===== config.mk =====
export PLATFORM = sky130hd
export DESIGN_NAME = mem_stage
export DESIGN_NICKNAME = d
export VERILOG_FILES = /design/src/rtl/mem_stage.sv
export SDC_FILE = /design/constraint.sdc
export NUM_CORES = 1
export LEC_CHECK = 0
export BUFFER_PORTS_ARGS = -buffer_cell sky130_fd_sc_hd__buf_4
export CORE_MARGIN = 2
export CORE_UTILIZATION = 45
export CTS_BUF_LIST = sky130_fd_sc_hd__clkbuf_4 sky130_fd_sc_hd__clkbuf_8 sky130_fd_sc_hd__clkbuf_16
export DETAILED_ROUTE_END_ITERATION = 8
export PLACE_DENSITY = 0.82
export SLEW_MARGIN = 40
export SYNTH_ARGS = -nofsm -noshare
export SYNTH_HDL_FRONTEND = slang
export SYNTH_SLANG_ARGS = --single-unit

===== constraint.sdc =====
create_clock -name clk -period 2.6 [get_ports clk]
set_input_delay 0 -clock clk [delete_from_list [all_inputs] [get_ports clk]]
set_output_delay 0 -clock clk [all_outputs]
set_load 0.01 [all_outputs]

===== src/rtl/mem_stage.sv =====
// RV32I memory stage: data-bus handshake, store lane alignment, load extension,
// write-back select and the MEM/WB pipeline register.
module mem_stage #(
    parameter int TIMEOUT = 255
) (
    input  logic        clk,
    input  logic        rst,
    input  logic [31:0] i_ResultM,
    input  logic [31:0] i_DataStoreM,
    input  logic [2:0]  i_Func3M,
    input  logic [4:0]  i_RdM,
    input  logic        i_RegSrcM,
    input  logic        i_MemSrcM,
    input  logic        i_LoadM,
    input  logic [1:0]  i_ResultSrcM,
    input  logic [31:0] i_PcM,
    output logic        o_dmem_req,
    output logic        o_dmem_we,
    output logic [31:0] o_dmem_addr,
    output logic [31:0] o_dmem_wdata,
    output logic [3:0]  o_dmem_wstrb,
    input  logic        i_dmem_gnt,
    input  logic        i_dmem_rvalid,
    input  logic [31:0] i_dmem_rdata,
    output logic        o_stall,
    output logic        o_misaligned,
    output logic        o_bus_err,
    output logic [31:0] o_ResultW,
    output logic [4:0]  o_RdW,
    output logic        o_RegSrcW
);
    localparam logic [1:0] IDLE     = 2'd0;
    localparam logic [1:0] WAIT_GNT = 2'd1;
    localparam logic [1:0] WAIT_RSP = 2'd2;
    localparam int CW = (TIMEOUT > 1) ? $clog2(TIMEOUT + 1) : 1;

    logic [1:0]    state, state_nxt;
    logic [CW-1:0] to_cnt;
    logic          replay_q;
    logic [2:0]    func3_q;
    logic [1:0]    off_q;
    logic [4:0]    rd_q;
    logic          regsrc_q;

    logic        mem_op, is_half, is_word, misal, idle_live, issue;
    logic        gnt_done, store_done, rsp_done, timeout_hit, wb_alu;
    logic [31:0] wb_sel, load_sh, load_ext;

    assign mem_op    = i_LoadM | i_MemSrcM;
    assign is_half   = (i_Func3M[1:0] == 2'b01);
    assign is_word   = (i_Func3M[1:0] == 2'b10);
    assign misal     = (is_half & i_ResultM[0]) | (is_word & (i_ResultM[1:0] != 2'b00));
    // The completing cycle is stalled, so EX/MEM still holds the finished op one cycle later.
    assign idle_live = (state == IDLE) & ~replay_q;
    assign issue     = idle_live & mem_op & ~misal;

    assign gnt_done    = (issue | (state == WAIT_GNT)) & i_dmem_gnt;
    assign store_done  = gnt_done & i_MemSrcM;
    assign rsp_done    = (state == WAIT_RSP) & i_dmem_rvalid;
    assign timeout_hit = (TIMEOUT != 0) && (state == WAIT_RSP) && !i_dmem_rvalid
                         && (to_cnt == CW'(TIMEOUT - 1));
    assign wb_alu      = (idle_live & ~mem_op) | store_done;

    assign o_dmem_req   = ~rst & (issue | (state == WAIT_GNT));
    assign o_dmem_we    = i_MemSrcM;
    assign o_dmem_addr  = {i_ResultM[31:2], 2'b00};
    assign o_stall      = ~rst & ((issue & ~(i_MemSrcM & i_dmem_gnt))
                                  | (state == WAIT_GNT) | (state == WAIT_RSP));
    assign o_misaligned = idle_live & mem_op & misal;
    assign o_bus_err    = timeout_hit;

    always_comb begin
        // NOTE: defaults first so every path assigns every output -- no latch is inferred.
        o_dmem_wdata = i_DataStoreM;
        o_dmem_wstrb = 4'b1111;
        case (i_Func3M[1:0])
            2'b00: begin
                o_dmem_wdata = {4{i_DataStoreM[7:0]}};
                o_dmem_wstrb = 4'b0001 << i_ResultM[1:0];
            end
            2'b01: begin
                o_dmem_wdata = {2{i_DataStoreM[15:0]}};
                o_dmem_wstrb = 4'b0011 << {i_ResultM[1], 1'b0};
            end
            default: ;
        endcase
        if (!i_MemSrcM) o_dmem_wstrb = 4'b0000;
    end

    always_comb begin
        load_sh  = i_dmem_rdata >> {off_q, 3'b000};
        load_ext = i_dmem_rdata;
        case (func3_q)
            3'b000:  load_ext = {{24{load_sh[7]}}, load_sh[7:0]};
            3'b001:  load_ext = {{16{load_sh[15]}}, load_sh[15:0]};
            3'b100:  load_ext = {24'b0, load_sh[7:0]};
            3'b101:  load_ext = {16'b0, load_sh[15:0]};
            default: load_ext = i_dmem_rdata;
        endcase
    end

    always_comb begin
        wb_sel = i_ResultM;
        if (i_ResultSrcM == 2'b10) wb_sel = i_PcM + 32'd4;
    end

    always_comb begin
        state_nxt = state;
        case (state)
            IDLE: begin
                if (issue) begin
                    if (!i_dmem_gnt)    state_nxt = WAIT_GNT;
                    else if (!i_MemSrcM) state_nxt = WAIT_RSP;
                end
            end
            WAIT_GNT: begin
                if (i_dmem_gnt) state_nxt = i_MemSrcM ? IDLE : WAIT_RSP;
            end
            WAIT_RSP: begin
                if (rsp_done || timeout_hit) state_nxt = IDLE;
            end
            default: state_nxt = IDLE;
        endcase
    end

    // NOTE: sequential state uses non-blocking assignments so every flop samples pre-edge values.
    always_ff @(posedge clk or posedge rst) begin
        if (rst) begin
            state    <= IDLE;
            to_cnt   <= '0;
            replay_q <= 1'b0;
        end else begin
            state    <= state_nxt;
            replay_q <= (state != IDLE) && (state_nxt == IDLE);
            if (state != WAIT_RSP) to_cnt <= '0;
            else                   to_cnt <= to_cnt + 1'b1;
        end
    end

    always_ff @(posedge clk or posedge rst) begin
        if (rst) begin
            func3_q  <= 3'b000;
            off_q    <= 2'b00;
            rd_q     <= 5'd0;
            regsrc_q <= 1'b0;
        end else if (issue) begin
            func3_q  <= i_Func3M;
            off_q    <= i_ResultM[1:0];
            rd_q     <= i_RdM;
            regsrc_q <= i_RegSrcM;
        end
    end

    always_ff @(posedge clk or posedge rst) begin
        if (rst) begin
            o_ResultW <= 32'd0;
            o_RdW     <= 5'd0;
            o_RegSrcW <= 1'b0;
        end else if (rsp_done) begin
            o_ResultW <= load_ext;
            o_RdW     <= rd_q;
            o_RegSrcW <= regsrc_q;
        end else if (wb_alu) begin
            o_ResultW <= wb_sel;
            o_RdW     <= i_RdM;
            o_RegSrcW <= i_RegSrcM;
        end else begin
            o_ResultW <= 32'd0;
            o_RdW     <= 5'd0;
            o_RegSrcW <= 1'b0;
        end
    end
endmodule


* After elaboration in Yosys (flattened, before gate mapping)
Index checks and enable logic that the tools add are counted.
** Word-level totals
- Flip-flop bits (word level) :: 60
- Latch bits :: 0
- Bits in writable memories :: 0
- ROM bits :: 0
- Input bits :: 145
- Memories :: 0
** Operators by class
- Add/subtract/negate cells :: 2
- Multiply operators :: 0
- Div/mod/pow operators :: 0
- Order comparisons :: 0
- Equal/unequal tests :: 10
- Shift-type cells :: 3
- Muxes and demuxes :: 19
- Bitwise logic cells :: 25
- Reduce and logical (&&, ||, !) cells :: 11
** Operators by type and width (number)
- case mux 32 bit (4 select lines) :: 1
- 2-to-1 mux 32 bit :: 3
- case mux 32 bit (2 select lines) :: 1
- adder 32 x 3 -> 32 bit (second input constant) :: 1
- >> shifter 32 x 5 -> 16 bit :: 1
- bitwise AND 1 bit :: 14
- 2-to-1 mux 2 bit :: 6
- 2-to-1 mux 5 bit :: 2
- adder 8 x 1 -> 8 bit (second input constant) :: 1
- == test 8 bit (second input constant) :: 1
- 2-to-1 mux 8 bit :: 1
- case mux 4 bit (2 select lines) :: 1
- == test 2 bit (second input constant) :: 3
- == test 3 bit (second input constant) :: 2
- logical NOT 2 bit :: 3
- OR 1 bit :: 6
- case mux 2 bit (3 select lines) :: 1
- NOT 1 bit :: 5
- == test 2 x 1 -> 1 bit (second input constant) :: 2
- 2-to-1 mux 4 bit :: 1
- nonzero test 2 bit :: 2
- << shifter 1 x 2 -> 4 bit (first input constant) :: 1
- << shifter 2 x 2 -> 4 bit (first input constant) :: 1
- == test 3 x 1 -> 1 bit (second input constant) :: 1
- other kinds (6) :: 9

* Depth between registers and ports, before layout
Gate-level depths: netlist of run 1.
- Depth in word-level cells :: 11
- Gate-level depth with buffers :: 7
- Mapped depth without buffers :: 6

* Worst setup path after synthesis of run 1
OpenSTA, ideal clock, no wires.
- Path type :: register -> register
- Start point :: reg state[0]
- End point :: reg regsrc_q
- Setup time :: 125 ps
- Arrival time :: 1807 ps
- Setup slack :: 668 ps
- Cell stages (with the launch flop) :: 7
- Buffers on the path :: 2
- Period minus slack after synthesis :: 1932 ps
- Cell sequence :: dfrtp_1 -> clkbuf_1 -> nor3_1 -> o21ai_0 -> nor2_1 -> clkbuf_1 -> mux2_2
** Between the ends
- Word-level cells in the longest chain between the ends :: 4
** RTL lines
- start, declared :: RTL line 37 : logic [1:0] state, state_nxt;
- start signal, assigned :: RTL line 133 : state <= state_nxt;
- logical NOT 2 bit :: RTL line 54 : assign idle_live = (state == IDLE) & ~replay_q;
- bitwise AND 1 bit :: RTL line 54
- bitwise AND 1 bit (2 in series) :: RTL line 55 : assign issue = idle_live & mem_op & ~misal;
- end signal, assigned :: RTL line 150 : regsrc_q <= i_RegSrcM;
- end, declared :: RTL line 43 : logic regsrc_q;
Every way passes these cells.
A chain may end at the register's enable or synchronous reset.

* Final worst setup path of run 1
- Start point :: reg state[0]
- End point :: reg o_ResultW[31]
** Between the ends
- Word-level cells in the longest chain between the ends :: 10
- Elaborated cells on any way between the ends :: 14
- Those cells by class :: eq/ne (2); mux (2); bitwise (9); reduce/logical (1)
** RTL lines
- logical NOT 2 bit :: RTL line 54
- bitwise AND 1 bit :: RTL line 54
- bitwise AND 1 bit (2 in series) :: RTL line 55
- OR 1 bit :: RTL line 57 : assign gnt_done = (issue | (state == WAIT_GNT)) & i_dmem_gnt;
- bitwise AND 1 bit :: RTL line 57
- bitwise AND 1 bit :: RTL line 58 : assign store_done = gnt_done & i_MemSrcM;
- OR 1 bit :: RTL line 62 : assign wb_alu = (idle_live & ~mem_op) | store_done;
- 2-to-1 mux 32 bit :: RTL line 163 : end else if (wb_alu) begin
- 2-to-1 mux 32 bit (*) :: RTL line 159 : end else if (rsp_done) begin
- end signal, assigned :: RTL line 160 : o_ResultW <= load_ext;
- end signal, assigned :: RTL line 164 : o_ResultW <= wb_sel;
- end, declared :: RTL line 28 : output logic [31:0] o_ResultW,
Every way passes the cells marked *; elsewhere a longest branch is shown, timed or not.

==> results.txt, run 1 <==
Setup Viol. Count Final: 0
Final WS setup: 0.201 ns
VDD IR max: 0.336 mV
CP Class: flip-flop to flip-flop
FF+latch count, synth: 60
Cells on worst reg2reg path: 7
Placed cell area: 0.00623 sq mm
Via count of the first global-routing pass: 5,281
Worst reg2reg setup slack: 0.20 ns
Biggest area consumer among synthesized cells: dfrtp_1
Crit path max fanout: 15
Floorplan die area: 0.0108 sq mm
Floorplan Core Area: 0.00973 sq mm
Register area: 0.00150 sq mm
Number of I/O pins: 256
Result of the run: completed
Number of enable flip-flop cells after synthesis: 0
Post-route antenna net violation count: 0
Power density normalized to cell area: 582 mW/mm^2
Max Clk Rate: 0.417 GHz
Number of standard cells after synthesis: 528
CP endpoint: o_ResultW[31]
Ys flop type: dfrtp_1
WP data arrival: 2.67 ns
Min Clock Period, post-route: 2.40 ns
Path category of the worst min-delay check: primary input to flip-flop
Master cell of the clock root buffer: clkbuf_8
Post-detailed-placement half-perimeter wirelength: 12.8 mm
Total Negative Setup Slacks: 0 ns
Inst Count DP: 856
Syn Std Cell Area: 0.00449 sq mm
FP Rows: 36
Area used by multi-input combinational logic: 0.00254 sq mm
Layout cell share with drive strength beyond 1: 40.3%
DRC errors left: 0
Post-CTS Repair Setup Buffers: 0
Effective utilization at floorplan: 46.2%
Average wire per standard cell: 18.7 um
Startpoint type of the worst setup path: flip-flop
# port buffers: 253
1st-pass router iterations: 5
Clock transition at the register clock pins on the worst setup and hold paths after CTS: 0.07 ns
Wire length of the first global-routing pass: 27.3 mm
TritonCTS clock tree: built
CP startpoint: state[0]
Max-cap violations: 0
Synthesized area per cell: 8.51 sq um
CTS sink cnt: 60
List of most frequent post-synthesis cells: 60 x dfrtp_1, 49 x o21ai_0, 43 x nor2_1
Count of non-filler cells in the finished layout: 925
P&R area growth vs syn: 55.0%
Final Hold Viols: 0
Rel. slew slack: 51.9%
Max Root-Sink Buffers: 2
Total number of H-tree levels: 3
Final Cycle Share: 92.3%
Synth top area share: 33.4%
Final clock skew: 0.00852 ns
Number of max-slew violations in the final report: 0
YS warnings: 0
Chip Height: 104 um
Transition at the pin with the smallest max-transition slack: 0.719 ns
Nets: 935
Synth async-reset ratio: 100%
Worst R2R End: o_ResultW[31]
Clock buffer count from CTS: 9
Placement-stage worst setup slack: 0.428 ns
Number of antenna violations at the first check in global routing: 0
Critical register-to-register path startpoint: state[0]
Crit. End Element: flip-flop
Detailed-route wire length: 17.3 mm
Via density per instance: 5.70
Last weighted congestion value of the routability-driven placer: 0.980
Final standard cell area without fillers: 0.00697 sq mm
Data required time at the worst endpoint: 2.87 ns
Final hold slack: 0.0000536 ns
Reported leakage power: 3.24 nW
Tot GR Track Use: 31.2%
RSZ-0062 raised after global routing: no
Latest clock arrival within the worst-skew pair: 0.35 ns
Largest net degree at the start of global routing: 38
Width of the chip: 104 um
Via total after detailed routing: 5,274
Number of inserted diodes: 0
Share of the yosys chip area belonging to registers: 33.4%
Area contributors post-synth: dfrtp_1 33%, buf_4 6.8%, mux2_2 6.0%
Initial detailed-routing violation count: 393
Number of distinct library cells after synthesis: 53
Most frequent cell after synthesis: dfrtp_1
Aggregate global routing overflow: 0
Filler cells: 781
==> routing by layer <==
metal | share of wire (%) | track usage [%]
met4 | 2.3 | 10.0
met1 | 40 | 39.1
met5 | 0 | 0
met2 | 50 | 53.9
met3 | 7.9 | 6.39
==> flip-flops by register name, summed over array words and instances (netlist names) <==
register and count:
func3_q 3, off_q 2, rd_q 5, state 2, o_RegSrcW 1, to_cnt 8, o_RdW 5, regsrc_q 1
o_ResultW 32, replay_q 1
==> stage by stage <==
| stage | power, mW | util [%] |
|---|---|---|
| after floorplan | 2.32 | - |
| after global placement | 3.06 | 64.1 |
| after detailed placement | 3.11 | 64.1 |
| after CTS | 4.00 | 71.4 |
| after global routing | 4.29 | 71.6 |
| final | 4.06 | 71.6 |
==> power by group <==
group          switching (mW)  leakage [nW]  internal (mW)
clock                   0.435        0.0868          0.358
sequential              0.170         0.784           1.15
combinational           0.999          2.37          0.940
==> area by class of cell <==
type                            instances  share of cell area, %
Clock buffer                            9                   1.78
Timing Repair Buffer                  318                   36.2
Multi-Input combinational cell        383                   36.5
Sequential cell                        60                   21.6
Tap cell                              133                   2.39
Inverter                               15                  0.808
Clock inverter                          7                  0.844
==> worst max-delay path: stages (launching register included) <==
cell,delay (ns)
dfrtp_1,0.47
nand2b_2,0.34
or2_4,0.36
nor2_1,0.11
buf_4,0.25
a32oi_1,0.09
dlygate4sd3_1,0.60
o211ai_1,0.10
==> timing repair <==
item / CTS / global route
hold buffers: 53 / 0
resized for setup: 0 / 5
endpoints found under the setup margin: 0 / 4
endpoints found under the hold margin: 72 / 0
==> layout by cell type, fill, tap and decap left out, types with 3 or more instances in the layout <==
cell type / count
and3_1: 3
buf_4: 265
o221ai_1: 9
a22oi_1: 10
dlygate4sd3_1: 53
nand2_1: 34
inv_1: 14
nor2b_1: 4
xnor2_1: 11
o21a_1: 6
nor3_1: 15
o21ai_0: 49
a221o_1: 5
ha_1: 3
inv_6: 3
o22ai_1: 7
mux2_2: 24
a22o_1: 6
a311o_1: 3
o31a_1: 6
nor2_1: 42
mux2i_1: 21
o211ai_1: 8
or4_1: 3
and4_1: 3
nand4_1: 4
clkbuf_8: 9
nor4_1: 12
nand3_1: 17
a211oi_1: 5
or3_1: 6
xor2_1: 8
a21oi_1: 28
dfrtp_1: 60
==> worst min path at each step <==
| stage | startpoint | to | slack (ns) | cells after the start |
|---|---|---|---|---|
| after floorplan | rst | o_stall | 0.04 | 1 |
| after CTS | i_dmem_rdata[17] | o_ResultW[17] | 0.001 | 3 |
| final | i_ResultM[14] | o_ResultW[14] | 0.00005 | 3 |
| after global placement | rst | state[1] | 0.14 | 2 |
| after detailed placement | rst | state[1] | 0.13 | 2 |
| after global routing | i_dmem_rdata[30] | o_ResultW[30] | 0.02 | 3 |
==> logic make-up (layout without fill, tap and decap cells) <==
group,Yosys count,in the layout,synth area share (%)
and+or+nand+nor,158,158,17.6
AOI/OAI and AO/OA,155,155,22.5
muxes,46,46,11.2
DFF,60,60,33.4
other,1,2,0.0834
buffers and inverters,86,349,10.7
adders and majority gates,3,3,0.835
xor gates and xnor gates,19,19,3.70
No activity file was read; power rests on OpenSTA's default activity.
==> run 2: changes to the inputs <==
Settings changed: CORE_ASPECT_RATIO set to 0.5.
==> run 2 against run 1 <==
Cell count decreased by 1.3%. The flow now finishes with violations (negative hold slack). Largest power group unchanged. Global-route usage is 0.28 points lower. Flip-flop and latch count is the same. Critical path type unchanged. First-iteration DRC count up 53%.
==> results.txt, run 2 (synthesis results as in run 1) <==
Result of the run: finished with violations
Violations in the final reports: negative hold slack
Master cell of the clock root buffer: clkbuf_16
Crit. End Element: flip-flop
Tot GR Track Use: 30.9% (-0.28 points)
Max Clk Rate: 0.417 GHz (about the same)
Power density normalized to cell area: 654 mW/mm^2 (+12%)
Instance count along the most critical hold path: 3 (unchanged)
P&R area growth vs syn: 55.5%
Cell internal pwr: 2.95 mW (+20%)
Clock buffer count from CTS: 9 (unchanged)
TritonCTS clock tree: built
Path category of the worst min-delay check: primary input to flip-flop
Total number of H-tree levels: 3 (unchanged)
Via total after detailed routing: 5,341 (+1.3%)
Number of I/O pins: 256 (unchanged)
Largest net degree at the start of global routing: 43 (+13%)
Most common library cell in the layout ignoring fill and taps: buf_4
RSZ-0062 raised after global routing: no
Via density per instance: 5.85 (+2.6%)
Number of antenna violations at the first check in global routing: 0 (unchanged)
Floorplan die area: 0.0109 sq mm (+0.45%)
Width of the chip: 145 um (+40%)
Post-detailed-placement half-perimeter wirelength: 12.8 mm (+0.31%)
Number of inserted diodes: 0 (unchanged)
Crit path max fanout: 18 (+3)
Aggregate global routing overflow: 0 (unchanged)
Final Cycle Share: 92.2% (about the same)
Layout cell share with drive strength beyond 1: 40.6% (+0.34 points)
Post-route antenna net violation count: 0 (unchanged)
Critical register-to-register path startpoint: state[0]
Final hold slack: -0.000870 ns (-0.000923 ns)
Transition at the pin with the smallest max-transition slack: 0.721 ns (+0.00156 ns)
Count of non-filler cells in the finished layout: 913 (-1.3%)
# port buffers: 253 (unchanged)
Commonest non-fill, non-tap cells in the layout: 265 x buf_4, 60 x dfrtp_1, 49 x o21ai_0
Final clock skew: 0.0113 ns (+0.00273 ns)
Setup Viol. Count Final: 0 (unchanged)
Average wire per standard cell: 19.1 um (+2.1%)
Register share of total power: 30.1% (-2.5 points)
Via count of the first global-routing pass: 5,090 (-3.6%)
Clock transition at the register clock pins on the worst setup and hold paths after CTS: 0.05 ns (-0.02 ns)
Number of max-slew violations in the final report: 0 (unchanged)
CP Class: flip-flop to flip-flop
Data required time at the worst endpoint: 2.85 ns (-0.02 ns)
VDD IR max: 0.342 mV (+1.8%)
Number of flip-flops in the largest register: 32 (unchanged)
Startpoint type of the worst setup path: flip-flop
Nets: 922 (-1.4%)
1st-pass router iterations: 6 (+1)
Min Clock Period, post-route: 2.40 ns (-0.00170 ns)
Floorplan Core Area: 0.00957 sq mm (-1.6%)
Switching power share of the total: 35.4% (-4.2 points)
Rel. slew slack: 51.8% (-0.10 points)
Inst Count DP: 858 (+0.23%)
Latest clock arrival within the worst-skew pair: 0.34 ns (about the same)
Worst R2R End: o_ResultW[26]
Chip Height: 74.7 um (-28%)
Reported leakage power: 3.25 nW (+0.11%)
Switching power of the nets: 1.62 mW (+0.72%)
DRC errors left: 0 (unchanged)
WP data arrival: 2.64 ns (-0.03 ns)
CTS sink cnt: 60 (unchanged)
Max-cap violations: 0 (unchanged)
Startpoint of the worst hold path: i_ResultM[3]
Top register by number of flip-flops: o_ResultW
Total Negative Setup Slacks: 0 ns (unchanged)
Worst reg2reg setup slack: 0.20 ns (about the same)
Final Hold Viols: 1 (+1)
Max Root-Sink Buffers: 2 (unchanged)
Effective utilization at floorplan: 47.0% (+0.76 points)
FP Rows: 25 (-31%)
Combinational fraction of design power: 40.7% (-7.1 points)
Wire length of the first global-routing pass: 25.9 mm (-4.9%)
Initial detailed-routing violation count: 603 (+53%)
Clock power frac: 29.2% (+9.6 points)
End point of the worst hold path: o_ResultW[3]
Cells on worst reg2reg path: 6 (-1)
Detailed-route wire length: 17.4 mm (+0.76%)
Registers with the highest flip-flop counts: o_ResultW x32, to_cnt x8
Last weighted congestion value of the routability-driven placer: 0.931 (-5.0%)
[run 2: cell types whose count changed in the layout (fill, tap and decap cells not counted), moves of 2 or more]
cell           change
dlygate4sd3_1     -13
clkbuf_16          +9
clkbuf_8           -6
inv_6              -3
bufinv_16          +2
clkinvlp_4         -2
[run 2: worst max-delay path: stages (launching register included)]
cell and delay (ns):
dfrtp_1 0.48, nor4_1 0.35, a31oi_1 0.17, a21oi_4 0.46, a32oi_1 0.17, dlygate4sd3_1 0.58, o211ai_1 0.09
[run 2: power by group through the flow]
stage	Sequential, mW	Combinational [mW]	Clock, mW
CTS	1.35	1.80	1.34
floorplan	1.32	0.996	0
finish	1.37	1.86	1.33
detailed placement	1.36	1.72	0
global placement	1.36	1.69	0
global route	1.39	1.99	1.40
[run 2: area by class of cell]
cell class | count | area, sq um
flip-flops and latches | 60 | 1500
inverters | 15 | 56.3
clock inverters | 3 | 68.8
clock buffers | 12 | 267
repair buffers | 305 | 2390
multi-input cells | 383 | 2530
well taps | 135 | 169
fillers | 720 | 2580
[run 2: how the worst max path moves through the flow]
stage / from / endpoint
global route: state[0] / o_ResultW[26]
global placement: off_q[0] / o_ResultW[26]
floorplan: state[0] / regsrc_q
finish: state[0] / o_ResultW[26]
CTS: state[0] / o_ResultW[26]
detailed placement: off_q[0] / o_ResultW[26]
[run 2: repair_timing]
item | 4_1_cts | 5_1_grt
gates resized for setup | 0 | 2
setup buffers | 0 | 0
hold buffers | 40 | 0
setup endpoints to repair | 0 | 2
hold endpoints to repair | 59 | 0
[run 2: stage by stage]
step | util, % | cell area (sq um) | worst slack [ns] | power (mW) | hold slack, ns
after detailed placement | 65.2 | 6240 | 0.418 | 3.09 | 0.0350
after CTS | 72.9 | 6980 | 0.137 | 4.50 | 0.000231
final | 73.0 | 6990 | 0.203 | 4.57 | -0.000870
after global placement | 65.2 | 6240 | 0.538 | 3.04 | 0.0238
after global routing | 73.0 | 6990 | 0.0471 | 4.78 | 0.000952
after floorplan | - | 4500 | 0.668 | 2.32 | 0.0441
[run 2: per-layer routing]
layer,global-route usage [%],share of wire (%),vias to the layer above
li1,-,-,2398
met1,36.4,38,2532
met2,55.5,49,346
met3,9.09,9.4,65
met4,11.9,3.1,0
met5,0,0,-
==> run 3: changes to the inputs <==
Clock period 2.6 ns to 2.35 ns, I/O delays scaled along.
==> run 3 against run 2 <==
The run still ends with negative hold slack left. Clock skew down 0.0026 ns. Worst setup slack worse by 0.14 ns. Total power up 11%. Cell count down 0.22%. Sequential power up 8%. Global-route usage down 0.43 points. Wire length down 0.14%. Die area unchanged. Combinational power up 16%. First-iteration DRC count down 3.3%. Critical path type unchanged. Largest cell class unchanged. Largest power group unchanged. Highest routed layer unchanged.
==> results.txt, run 3 (synthesis results as in run 1) <==
Crit path max fanout: 15 (-3)
Last weighted congestion value of the routability-driven placer: 0.960 (+3.1%)
Rel. slew slack: 51.3% (-0.44 points)
Max Root-Sink Buffers: 2 (unchanged)
P&R area growth vs syn: 54.9%
Final Hold Viols: 1 (unchanged)
Number of inserted diodes: 0 (unchanged)
Final standard cell area without fillers: 0.00696 sq mm (-0.36%)
# port buffers: 253 (unchanged)
Worst reg2reg setup slack: 0.06 ns (-0.14 ns)
Post-route antenna net violation count: 0 (unchanged)
Clock buffer count from CTS: 9 (unchanged)
Initial detailed-routing violation count: 583 (-3.3%)
Setup Viol. Count Final: 0 (unchanged)
CTS sink cnt: 60 (unchanged)
Latest clock arrival within the worst-skew pair: 0.33 ns (about the same)
Final hold slack: -0.00517 ns (-0.00430 ns)
RSZ-0062 raised after global routing: no
Registers with the highest flip-flop counts: o_ResultW x32, to_cnt x8
Total number of H-tree levels: 3 (unchanged)
Fraction of the core area covered by cells at the end of the flow: 72.7% (-0.26 points)
Nets: 920 (-0.22%)
Via count of the first global-routing pass: 4,979 (-2.2%)
Largest net degree at the start of global routing: 61 (+42%)
Switching power share of the total: 36.0% (+0.65 points)
Effective utilization at floorplan: 47.0% (unchanged)
1st-pass router iterations: 5 (-1)
Violations in the final reports: negative hold slack
Tot GR Track Use: 30.5% (-0.43 points)
Placed cell area: 0.00625 sq mm (+0.24%)
Detailed-route wire length: 17.4 mm (-0.14%)
Layout cell share with drive strength beyond 1: 41.5% (+0.88 points)
Power Total: 5.05 mW (+11%)
Master cell of the clock root buffer: clkbuf_16
Aggregate global routing overflow: 0 (unchanged)
Transition at the pin with the smallest max-transition slack: 0.727 ns (+0.00655 ns)
Reported leakage power: 3.23 nW (-0.49%)
Result of the run: finished with violations
CP Class: flip-flop to flip-flop
Wire length of the first global-routing pass: 25.8 mm (-0.59%)
Data required time at the worst endpoint: 2.60 ns (-0.25 ns)
Total Negative Setup Slacks: 0 ns (unchanged)
Chip Height: 74.7 um (unchanged)
Power density normalized to cell area: 726 mW/mm^2 (+11%)
Floorplan die area: 0.0109 sq mm (unchanged)
Via density per instance: 5.78 (-1.2%)
Floorplan Core Area: 0.00957 sq mm (unchanged)
Critical register-to-register path startpoint: state[0]
Clock transition at the register clock pins on the worst setup and hold paths after CTS: 0.06 ns (about the same)
Register share of total power: 29.2% (-0.9 points)
Startpoint type of the worst setup path: flip-flop
Path category of the worst min-delay check: primary input to flip-flop
Post-detailed-placement half-perimeter wirelength: 12.8 mm (-0.22%)
Final Cycle Share: 97.3% (+5.1 points)
TritonCTS clock tree: built
Top register by number of flip-flops: o_ResultW
Maximum single-stage delay on the critical path: 0.59 ns (about the same)
Cell internal pwr: 3.23 mW (+9.5%)
Critical Path Slowest Stage Cell: dlygate4sd3_1
Startpoint of the worst hold path: i_ResultM[6]
Max Clk Rate: 0.437 GHz (+4.9%)
CP startpoint: state[0]
WP data arrival: 2.53 ns (-0.11 ns)
Max-cap violations: 0 (unchanged)
Min Clock Period, post-route: 2.29 ns (-0.111 ns)
VDD IR max: 0.389 mV (+14%)
Width of the chip: 145 um (unchanged)
Switching power of the nets: 1.82 mW (+13%)
Number of I/O pins: 256 (unchanged)
Final clock skew: 0.00870 ns (-0.00256 ns)
Crit. End Element: flip-flop
Commonest non-fill, non-tap cells in the layout: 265 x buf_4, 59 x dfrtp_1, 49 x o21ai_0
Cell-by-cell trace of the critical path: nand2b_1, or2_2, buf_4, nor2_1, buf_6, a32oi_1, dlygate4sd3_1, o211ai_1
Number of max-slew violations in the final report: 0 (unchanged)
Average wire per standard cell: 19.1 um (about the same)
Number of flip-flops in the largest register: 32 (unchanged)
FP Rows: 25 (unchanged)
Via total after detailed routing: 5,266 (-1.4%)
Combinational fraction of design power: 42.6% (+1.9 points)
Clock power frac: 28.2% (-1.0 points)
Number of antenna violations at the first check in global routing: 0 (unchanged)
DRC errors left: 0 (unchanged)
Most common library cell in the layout ignoring fill and taps: buf_4
run 3: repair_timing:
item	CTS	global route
hold endpoints to repair	98	0
setup buffers	0	0
gates resized for setup	0	5
setup endpoints to repair	0	3
hold buffers	36	0
run 3: final timing paths:
check | to | depth (start not counted)
setup / recovery | o_ResultW[26] | 8
hold / removal | o_ResultW[6] | 3
setup reg to reg | o_ResultW[26] | 8
hold reg to reg | to_cnt[0] | 1
max in group asynchronous | state[0] | 4
min in group asynchronous | func3_q[2] | 4
run 3: stage by stage:
step / instances / setup WS [ns] / hold slack (ns)
6_report: 911 / 0.0641 / -0.00517
3_3_place_gp: 860 / 0.460 / 0.188
3_5_place_dp: 860 / 0.411 / 0.189
5_1_grt: 911 / 0.0124 / 0.0132
4_1_cts: 911 / 0.0760 / 0.000549
2_1_floorplan: 529 / 0.418 / 0.0441
run 3: power groups by stage:
stage	Combinational, mW	Clock [mW]	Sequential [mW]
2_1_floorplan	1.10	0	1.47
6_report	2.15	1.42	1.48
3_3_place_gp	1.93	0	1.46
4_1_cts	2.07	1.42	1.46
5_1_grt	2.30	1.48	1.50
3_5_place_dp	1.98	0	1.47
run 3: final cells by class:
type                    instances  area [sq um]
inverters                      15          56.3
repair buffers                303          2370
clock inverters                 4          73.8
flip-flops and latches         60          1500
fillers                       716          2610
clock buffers                  11           246
multi-input cells             383          2540
well taps                     135           169
run 3: critical path, delay by kind of cell, from the launching register on:
kind | cells | cell delay (ns)
and+or+nand+nor | 3 | 0.61
DFF | 1 | 0.46
buffers and inverters | 3 | 0.97
AOI/OAI and AO/OA | 2 | 0.15
run 3: per-layer routing:
| layer | track usage (%) | part of all wire [%] |
|---|---|---|
| met1 | 37.1 | 38 |
| met5 | 0 | 0 |
| met4 | 12.0 | 3.5 |
| met3 | 8.79 | 9.9 |
| met2 | 53.0 | 49 |
